<file path="config.mk">
export PLATFORM = sky130hd
export DESIGN_NAME = alu_cmd_sequencer
export DESIGN_NICKNAME = d
export VERILOG_FILES = /design/src/rtl/alu_cmd_sequencer.sv
export SDC_FILE = /design/constraint.sdc
export NUM_CORES = 1
export LEC_CHECK = 0
export CAP_MARGIN = 10
export CORE_MARGIN = 1.5
export CORE_UTILIZATION = 30
export DETAILED_ROUTE_END_ITERATION = 6
export GPL_ROUTABILITY_DRIVEN = 0
export HOLD_SLACK_MARGIN = 0.06
export PLACE_DENSITY = 0.5
export SLEW_MARGIN = 20
export SYNTH_ARGS = -nofsm -noshare
export SYNTH_HDL_FRONTEND = slang
export SYNTH_SLANG_ARGS = --single-unit
</file>
<file path="constraint.sdc">
create_clock -name clk -period 2.6 [get_ports clk]
set_clock_uncertainty 0.1 [all_clocks]
set_input_delay 0.52 -clock clk [delete_from_list [all_inputs] [get_ports clk]]
set_output_delay 0.52 -clock clk [all_outputs]
set_load 0.02 [all_outputs]
</file>
<file path="src/rtl/alu_cmd_sequencer.sv">
// alu_cmd_sequencer: command FIFO plus IDLE/EXEC/RESP issue FSM in front of a
// combinational 4-bit ALU. Commands are issued one at a time, the ALU result
// is captured one cycle after issue, and it is returned tagged, in order.
// Optional feature macro: ALU_DIVZERO_CHECK_EN (flags div with b==0, forces
// rsp_data to 4'hF and raises rsp_err). When undefined, rsp_err is tied low.
module alu_cmd_sequencer #(
  parameter int DEPTH = 4,   // power of 2, >= 2
  parameter int TAG_W = 2
) (
  input  logic             clk,
  input  logic             rst,
  input  logic             cmd_valid,
  output logic             cmd_ready,
  input  logic [3:0]       cmd_opcode,
  input  logic [3:0]       cmd_a,
  input  logic [3:0]       cmd_b,
  input  logic [TAG_W-1:0] cmd_tag,
  output logic [3:0]       alu_opcode,
  output logic [3:0]       alu_a,
  output logic [3:0]       alu_b,
  input  logic [3:0]       alu_c,
  output logic             rsp_valid,
  input  logic             rsp_ready,
  output logic [3:0]       rsp_data,
  output logic [TAG_W-1:0] rsp_tag,
  output logic             rsp_err,
  output logic             busy
);

  localparam int PW = $clog2(DEPTH);
  localparam logic [PW:0] FULL_CNT = (PW+1)'(DEPTH);

  typedef struct packed {
    logic [3:0]       opcode;
    logic [3:0]       a;
    logic [3:0]       b;
    logic [TAG_W-1:0] tag;
  } cmd_t;

  typedef enum logic [1:0] {IDLE, EXEC, RESP} state_t;

  cmd_t            mem [DEPTH];
  cmd_t            head;
  cmd_t            wr_cmd;
  logic [PW-1:0]   wr_ptr, rd_ptr;
  logic [PW:0]     count;
  logic            empty, push, pop;
  state_t          state;
  logic [TAG_W-1:0] tag_q;
`ifdef ALU_DIVZERO_CHECK_EN
  logic            div0_q;
`endif

  assign empty     = (count == '0);
  // Ready looks only at the registered count, so a full FIFO refuses a push
  // even when the FSM pops in the same cycle.
  assign cmd_ready = (count != FULL_CNT);
  assign push      = cmd_valid && cmd_ready;
  // In RESP rsp_valid is always high, so rsp_ready alone completes the handshake.
  assign pop       = !empty && ((state == IDLE) || ((state == RESP) && rsp_ready));
  assign head      = mem[rd_ptr];
  assign busy      = (state != IDLE) || !empty;
  assign wr_cmd    = '{opcode: cmd_opcode, a: cmd_a, b: cmd_b, tag: cmd_tag};

  // FIFO storage: data only, never reset (occupancy is tracked by count).
  always_ff @(posedge clk) begin
    if (push) mem[wr_ptr] <= wr_cmd;
  end

  // FIFO pointers and occupancy; pointers wrap naturally at DEPTH.
  always_ff @(posedge clk) begin
    if (rst) begin
      wr_ptr <= '0;
      rd_ptr <= '0;
      count  <= '0;
    end else begin
      if (push) wr_ptr <= wr_ptr + 1'b1;
      if (pop)  rd_ptr <= rd_ptr + 1'b1;
      case ({push, pop})
        2'b10:   count <= count + 1'b1;
        2'b01:   count <= count - 1'b1;
        default: count <= count;
      endcase
    end
  end

  // Issue registers: load the FIFO head on every pop, hold otherwise.
  always_ff @(posedge clk) begin
    if (rst) begin
      alu_opcode <= '0;
      alu_a      <= '0;
      alu_b      <= '0;
      tag_q      <= '0;
`ifdef ALU_DIVZERO_CHECK_EN
      div0_q     <= 1'b0;
`endif
    end else if (pop) begin
      alu_opcode <= head.opcode;
      alu_a      <= head.a;
      alu_b      <= head.b;
      tag_q      <= head.tag;
`ifdef ALU_DIVZERO_CHECK_EN
      div0_q     <= (head.opcode == 4'd4) && (head.b == 4'd0);
`endif
    end
  end

`ifndef ALU_DIVZERO_CHECK_EN
  assign rsp_err = 1'b0;
`endif

  // Issue FSM: capture the ALU result in EXEC, hold the response in RESP.
  always_ff @(posedge clk) begin
    if (rst) begin
      state     <= IDLE;
      rsp_valid <= 1'b0;
      rsp_data  <= '0;
      rsp_tag   <= '0;
`ifdef ALU_DIVZERO_CHECK_EN
      rsp_err   <= 1'b0;
`endif
    end else begin
      case (state)
        IDLE: begin
          if (pop) state <= EXEC;
        end
        EXEC: begin
          rsp_valid <= 1'b1;
          rsp_tag   <= tag_q;
`ifdef ALU_DIVZERO_CHECK_EN
          rsp_data  <= div0_q ? 4'hF : alu_c;
          rsp_err   <= div0_q;
`else
          rsp_data  <= alu_c;
`endif
          state     <= RESP;
        end
        RESP: begin
          if (rsp_ready) begin
            rsp_valid <= 1'b0;
            state     <= pop ? EXEC : IDLE;
          end
        end
        default: state <= IDLE;
      endcase
    end
  end

endmodule

</file>
* After elaboration in Yosys (flattened, before gate mapping)
Memory sizes are Yosys's and may differ from the RTL's. A register that Yosys moved wholly into a read port is not among the register bits.
Index checks and enable logic that the tools add are counted.
** Operators by class
- Add/sub/neg operators :: 4
- Eq/ne operators :: 7
- Muxes and demuxes :: 9
- Reduce and logical (&&, ||, !) cells :: 13
** Operator list (count)
- $pmux 2 s3 :: 1
- $pmux 3 s2 :: 1
- $reduce_bool 2->1 :: 3
- $add 2x1->2 const B :: 2
- $eq 2x1->1 const B :: 2
- $eq 2x2->1 const B :: 2
- $mux 1 :: 4
- $mux 2 :: 2
- $ne 2x2->1 const B :: 2
- $reduce_and 2->1 :: 2
- $add 3x1->3 const B :: 1
- $logic_and 1x1->1 :: 3
- $logic_not 3->1 :: 1
- $ne 3x3->1 const B :: 1
- $sub 3x1->3 const B :: 1
- $logic_not 2->1 :: 1
- $logic_or 1x1->1 :: 2
- $pmux 1 s2 :: 1
- $logic_not 1->1 :: 1
** Word-level totals
- Register bits :: 16
- RAM bits :: 56
- Output and inout bits :: 22
- Logic and storage cells :: 41
- Memories kept :: 1
** Memory list
- mem :: words 4, bits a word 14, read ports 1, clocked after Yosys merged registers in 1, write ports 1, line 42 : cmd_t mem [DEPTH];

* Logic depth before layout (Yosys ltp)
Gate-level depths: netlist (run 1).
- Word-level depth :: 7
- Mapped depth :: 9

* Worst setup path before layout (run 1)
Ideal clock, no wire load.
- Kind :: input port to flip-flop
- From :: input port rsp_ready
- To :: register count[2]
- Setup time :: 0.070 ns
- Data arrival time :: 2.511 ns
- Path slack :: -0.082 ns
- Stages on the path :: 9
- Path buffers :: 1
- Cells stage by stage :: and2b_1 nor3_2 buf_2 ha_1 inv_1 fa_1 xor2_1 or3_2 a21oi_1
** On the way
- Word-level cells in the longest chain between the ends :: 5
- Elaborated cells between the ends (all ways) :: 7
- Those cells by class :: 2 x eq/ne; 1 x mux; 4 x reduce/logical
** Ends and longest elaborated chain
- from (decl) :: line 23 : input logic rsp_ready,
- $logic_and 1x1->1 (*) :: line 60 : assign pop = !empty && ((state == IDLE) || ((state == RESP) && rsp_ready));
- $logic_or 1x1->1 (*) :: line 60
- $logic_and 1x1->1 (*) :: line 60
- $eq 2x1->1 or $eq 2x2->1 (tied branches) :: line 79 : case ({push, pop})
- $pmux 3 s2 or $reduce_bool 2->1 (tied branches)
- to (signal assigned) :: line 80 : 2'b10: count <= count + 1'b1;
- to (signal assigned) :: line 81 : 2'b01: count <= count - 1'b1;
- to (signal assigned) :: line 82 : default: count <= count;
- to (decl) :: line 46 : logic [PW:0] count;
Every way passes the cells marked *; elsewhere a longest branch is shown, timed or not.
A chain may end at the register's enable or synchronous reset.

* Final worst setup path (run 1)
- From :: register count[2]
- To :: output port cmd_ready
** On the way
- Word-level cells in the longest chain between the ends :: 1
** Ends and longest elaborated chain
- $ne 3x3->1 :: line 57 : assign cmd_ready = (count != FULL_CNT);
- to (decl) :: line 13 : output logic cmd_ready,
Every way passes these cells.

==> run summary, run 1 <==
status -> finished clean
first-pass GRT wire length -> 10.27 mm
Buf+Inv Stages, Crit Path -> 2
pin count of the biggest net entering global routing -> 18
htree depth -> 3
largest family of logic cells by synthesized area -> multiplexers
mux cell area share after synthesis -> 12.65%
antenna viol nets, final -> 0
Synth Area in Compound Gates -> 5.647%
Sw Pwr -> 1.369 mW
critical path launch point type -> register
clock sinks -> 86
Synth top cells by count -> 56 x edfxtp_1, 30 x dfxtp_1, 14 x nand2b_1, 14 x o2bb2ai_1, 13 x nor2_1
CP Capture Type -> output port
Logic pwr share -> 30.1%
Final Critical Period -> 2.472 ns
Synth cell types -> 37
Fmax -> 404.6 MHz
leading post-synthesis cells by cell area -> edfxtp_1 49%, dfxtp_1 18%, mux4_1 9.2%
Syn Inst Count -> 208
period utilization -> 95.07%
DIE HEIGHT -> 109.6 um
Area Growth Syn to Fin -> 25.71%
Die W -> 109.6 um
clock buffer depth -> 2
initial drt markers -> 84
diodes inserted -> 0
Worst-Skew Late Latency -> 0.33 ns
RSZ-0062 raised after global routing -> false
Flop pwr share -> 43.1%
Port Buffer Count -> 42
total core area -> 0.01098 mm2
CTS tree -> built
Synth Warn # -> 0
Nets -> 285
Max-cap violations -> 0
initial antenna violation count -> 0
most common cell in the netlist -> edfxtp_1
Fillers -> 1016
fin util -> 39.05%
clock power share -> 26.8%
PwrDens -> 1031 mW/mm2
vias per cell -> 4.607
Pleak -> 1.454 nW
Hold WC Path Type -> reg2reg
worst slack, placed -> -0.2341 ns
Residual DRC -> 0
Adder-Cell Fraction of Synth Area -> 2.420%
multi-input logic area -> 0.001028 mm2
Final Hold Fails -> 0
Ports -> 44
max incr delay on CP -> 0.54 ns
post-synth top area cell -> edfxtp_1
fraction of layout cells with a size suffix above 1 -> 14.89%
Routed WL -> 6.403 mm
Final setup viols -> 0
register area share after synthesis -> 66.89%
clock-pin slew on the worst setup and hold paths -> 0.06 ns
Initial Util -> 31.07%
Wirelength per Cell -> 15.93 um
P_int -> 3.055 mW
CTS Root Cell -> clkbuf_16
worst vdd ir -> 0.3922 mV
mean area per synthesized cell -> 16.40 um2
worst-path cell chain -> or3b_1, buf_4, clkdlybuf4s50_1
mapped cell area -> 0.003412 mm2
DIE AREA -> 0.01202 mm2
hpwl dp -> 4.019 mm
total track usage -> 11.91%
Synth top area share -> 49.28%
register area -> 0.002282 mm2
asr flop ratio synth -> 0%
syn nets -> 236
Final WS setup -> 0.1281 ns
Slew @ Worst Pin -> 0.9675 ns
CP max stage cell -> clkdlybuf4s50_1
Worst Path Class, Setup -> reg2out
Post-synth EDFFs -> 56
ys flop type -> edfxtp_1
Yosys reg bits -> 86
family with the most delay on the worst path -> buffers and inverters
Pre-Repair DR Iteration Count -> 4
Sw Ratio -> 30.94%
vias in the first global route -> 1962
vias after detailed routing -> 1852
Synth Area in Simple Gates -> 8.324%
num rows -> 38
critical-path maximum fanout -> 9
WP data required -> 1.98 ns
post-synthesis xor/xnor area fraction -> 0.5134%
Remaining Overflow, GRT -> 0
Slew Viols, Final -> 0
Slew headroom -> 35.41%
crit path DAT -> 1.85 ns
CTS buffer count -> 9
what timing repair did:
item / 4_1_cts / 5_1_grt
endpoints found under the setup margin: 0 / 1
buffers inserted: 0 / 1
hold buffers: 0 / 0
resized for setup: 0 / 5
stage by stage:
step	hold WS (ns)	instance area, um2	TNS [ns]	cells	total power, mW
3_3_place_gp	0.3669	3990	-0.2192	385	3.244
3_5_place_dp	0.3747	3990	-0.2341	385	3.268
6_report	0.3828	4289	0	402	4.424
4_1_cts	0.3850	4269	0	401	4.473
2_1_floorplan	0.3532	3421	0	208	2.758
5_1_grt	0.4051	4289	0	402	4.685
final timing paths:
kind | to | slack, ns | depth (start not counted) | from
worst max-delay path | cmd_ready | 0.13 | 3 | count[2]$_SDFFE_PP0P_
worst min-delay path | tag_q[1]$_SDFFE_PP0N_ | 0.38 | 2 | tag_q[1]$_SDFFE_PP0N_
worst max register to register | count[2]$_SDFFE_PP0P_ | 0.29 | 8 | count[2]$_SDFFE_PP0P_
worst min register to register | tag_q[1]$_SDFFE_PP0N_ | 0.38 | 2 | tag_q[1]$_SDFFE_PP0N_
routing by layer:
metal / up-vias / global-route usage (%) / routed length, um
met5: - / 0 / 0
li1: 888 / - / -
met4: 0 / 4.453 / 68
met1: 920 / 13.69 / 2799
met3: 4 / 4.090 / 283
met2: 40 / 20.45 / 3252
cells by family after synthesis:
family                     after synthesis
buffers and inverters                   21
muxes                                   21
other                                    1
adders and majority gates                6
AOI/OAI and AO/OA                       26
xor gates and xnor gates                 2
DFF                                     86
and+or+nand+nor                         45
placed cells by master (no fill, tap or decap), drive strengths merged, types with 4 or more instances in the layout:
master,synthesis,routed
nor2,13,13
clkbuf,4,12
a21oi,6,6
o2bb2ai,14,14
ha,5,5
and3,4,4
nand2b,14,14
buf,10,10
inv,7,8
mux2i,6,6
mux4,14,14
edfxtp,56,56
dfxtp,30,30
clkdlybuf4s50,0,41
worst reg2reg max path, cell delays in order, from the launching register on:
cell     delay, ns
dfxtp_1       0.41
or3b_1        0.39
nand2_1       0.10
ha_2          0.17
inv_1         0.05
fa_2          0.33
xor2_1        0.16
or3_2         0.42
a21oi_2       0.12
registers in the layout, summed over array words and instances (netlist names):
| name | flops |
|---|---|
| alu_opcode | 4 |
| count | 3 |
| state | 2 |
| mem | 56 |
| rsp_tag | 2 |
| alu_b | 4 |
| alu_a | 4 |
| rd_ptr | 2 |
| tag_q | 2 |
| rsp_data | 4 |
| wr_ptr | 2 |
| rsp_valid | 1 |
power by group through the flow:
stage / sequential (mW) / combinational [mW] / clock [mW]
after floorplan: 1.96 / 0.798 / 0
after global placement: 1.94 / 1.31 / 0
after detailed placement: 1.94 / 1.33 / 0
after CTS: 1.91 / 1.33 / 1.23
after global routing: 1.94 / 1.46 / 1.28
final: 1.91 / 1.33 / 1.19
layout make-up:
cell class	instances	area share (%)
well taps	140	4.084
repair buffers	52	11.61
flip-flops and latches	86	53.21
inverters	7	0.6126
clock buffers	12	5.747
multi-input cells	101	23.98
clock inverters	4	0.7585
Note: power is estimated with default switching activity, not from simulation.
==> run 2: changes to the inputs <==
--- a/config.mk
+++ b/config.mk
@@ -12,7 +12,7 @@
 export GPL_ROUTABILITY_DRIVEN = 0
 export HOLD_SLACK_MARGIN = 0.06
 export PLACE_DENSITY = 0.5
-export SLEW_MARGIN = 20
+export SLEW_MARGIN = 30
 export SYNTH_ARGS = -nofsm -noshare
 export SYNTH_HDL_FRONTEND = slang
 export SYNTH_SLANG_ARGS = --single-unit
==> run 2 against run 1 <==
Against the previous run:
- hold slack stayed put
- critical path type unchanged
- worst setup slack unchanged
- largest cell class unchanged
- largest power group unchanged
- die area stayed put
- wire length is the same
- core utilization is essentially flat
- register-to-register slack about the same
- clock power about the same
- design area about the same
==> run summary, run 2 (synthesis results as in run 1) <==
CTS buffer count -> 9
CP Capture Type -> output port
diodes inserted -> 0
PwrDens -> 1031 mW/mm2
total core area -> 0.01098 mm2
vias after detailed routing -> 1852
Hold WC Path Type -> reg2reg
number of hold buffers added after cts -> 0
initial antenna violation count -> 0
DIE HEIGHT -> 109.6 um
CP max stage cell -> clkdlybuf4s50_1
status -> finished clean
Total Power -> 4.424 mW
Pre-Repair DR Iteration Count -> 4
DIE AREA -> 0.01202 mm2
critical path launch point type -> register
WP data required -> 1.98 ns
clock buffer depth -> 2
antenna viol nets, final -> 0
Worst Path Class, Setup -> reg2out
worst-path cell chain -> or3b_1, buf_4, clkdlybuf4s50_1
commonest cells after routing, fill and taps aside -> 56 x edfxtp_1, 41 x clkdlybuf4s50_1, 29 x dfxtp_1
Residual DRC -> 0
Routed WL -> 6.403 mm
hpwl dp -> 4.019 mm
htree depth -> 3
fraction of layout cells with a size suffix above 1 -> 15.27%
initial drt markers -> 84
Final Hold Fails -> 0
Fmax -> 404.6 MHz
CTS Root Cell -> clkbuf_16
total track usage -> 11.91%
worst slack, placed -> -0.2341 ns
Remaining Overflow, GRT -> 0
Die W -> 109.6 um
most common cell after layout, fill and taps aside -> edfxtp_1
Port Buffer Count -> 42
RSZ-0062 raised after global routing -> false
Area Growth Syn to Fin -> 25.74%
Final setup viols -> 0
Slew Viols, Final -> 0
Final WS setup -> 0.1281 ns
Final Critical Period -> 2.472 ns
Slew @ Worst Pin -> 0.7049 ns
crit path DAT -> 1.85 ns
wl on met1 -> 2.799 mm
critical-path maximum fanout -> 9
vias in the first global route -> 1962
Wirelength per Cell -> 15.93 um
Pleak -> 1.454 nW
Ports -> 44
Worst-Skew Late Latency -> 0.33 ns
Slew headroom -> 52.94%
DR WL met3 -> 283 um
max incr delay on CP -> 0.54 ns
pin count of the biggest net entering global routing -> 18
Initial Util -> 31.07%
clock sinks -> 86
metal2 WL -> 3.252 mm
Nets -> 285
largest register by flop count -> mem
worst vdd ir -> 0.3922 mV
vias per cell -> 4.607
clock-pin slew on the worst setup and hold paths -> 0.06 ns
max reg flops -> 56
Max-cap violations -> 0
first-pass GRT wire length -> 10.27 mm
num rows -> 38
CTS tree -> built
period utilization -> 95.07%
DR top layer -> met4
## run 2: cell count changes in the layout (fill, tap and decap cells not counted)
| cell | previous run | this run |
|---|---|---|
| dfxtp_1 | 30 | 29 |
| dfxtp_2 | 0 | 1 |
## run 2: worst paths after layout
kind / slack (ns) / end / depth (start not counted) / start
worst max register to register: 0.29 / count[2]$_SDFFE_PP0P_ / 8 / count[2]$_SDFFE_PP0P_
worst max-delay path: 0.13 / cmd_ready / 3 / count[2]$_SDFFE_PP0P_
worst min register to register: 0.38 / tag_q[1]$_SDFFE_PP0N_ / 2 / tag_q[1]$_SDFFE_PP0N_
worst min-delay path: 0.38 / tag_q[1]$_SDFFE_PP0N_ / 2 / tag_q[1]$_SDFFE_PP0N_
## run 2: report_power, final
group	internal, mW	switching [mW]	leakage (nW)	total (mW)
clock network	0.679	0.507	0.129	1.19
registers	1.71	0.200	0.760	1.91
logic	0.671	0.661	0.565	1.33
total	3.06	1.37	1.45	4.42
## run 2: through the flow
step	hold slack, ns	util (%)	std cells	TNS [ns]	area, um2
3_5_place_dp	0.3747	36.33	385	-0.2341	3990
4_1_cts	0.3850	38.87	401	0	4269
3_3_place_gp	0.3669	36.33	385	-0.2192	3990
5_1_grt	0.4051	39.06	402	0	4290
6_report	0.3828	39.06	402	0	4290
2_1_floorplan	0.3532	-	208	0	3421
## run 2: cell type report
cell class | count | area, um2
multi-input cells | 101 | 1028
inverters | 7 | 26.28
flip-flops and latches | 86 | 2283
well taps | 140 | 175.2
fillers | 1016 | 6693
clock buffers | 12 | 246.5
repair buffers | 52 | 498.0
clock inverters | 4 | 32.53
## run 2: worst max-delay path, delay by kind of cell (launching register included)
family	cells	cell delay, ns
buf+inv	2	0.72
flops	1	0.41
simple gates	1	0.39
## run 2: metal layers
layer	vias up	GRT usage (%)
li1	888	-
met1	920	13.69
met2	40	20.45
met3	4	4.090
met4	0	4.453
met5	-	0
## run 2: what timing repair did
item,in CTS,in global routing
resized for setup,0,5
setup buffers,0,1
setup endpoints to repair,0,1
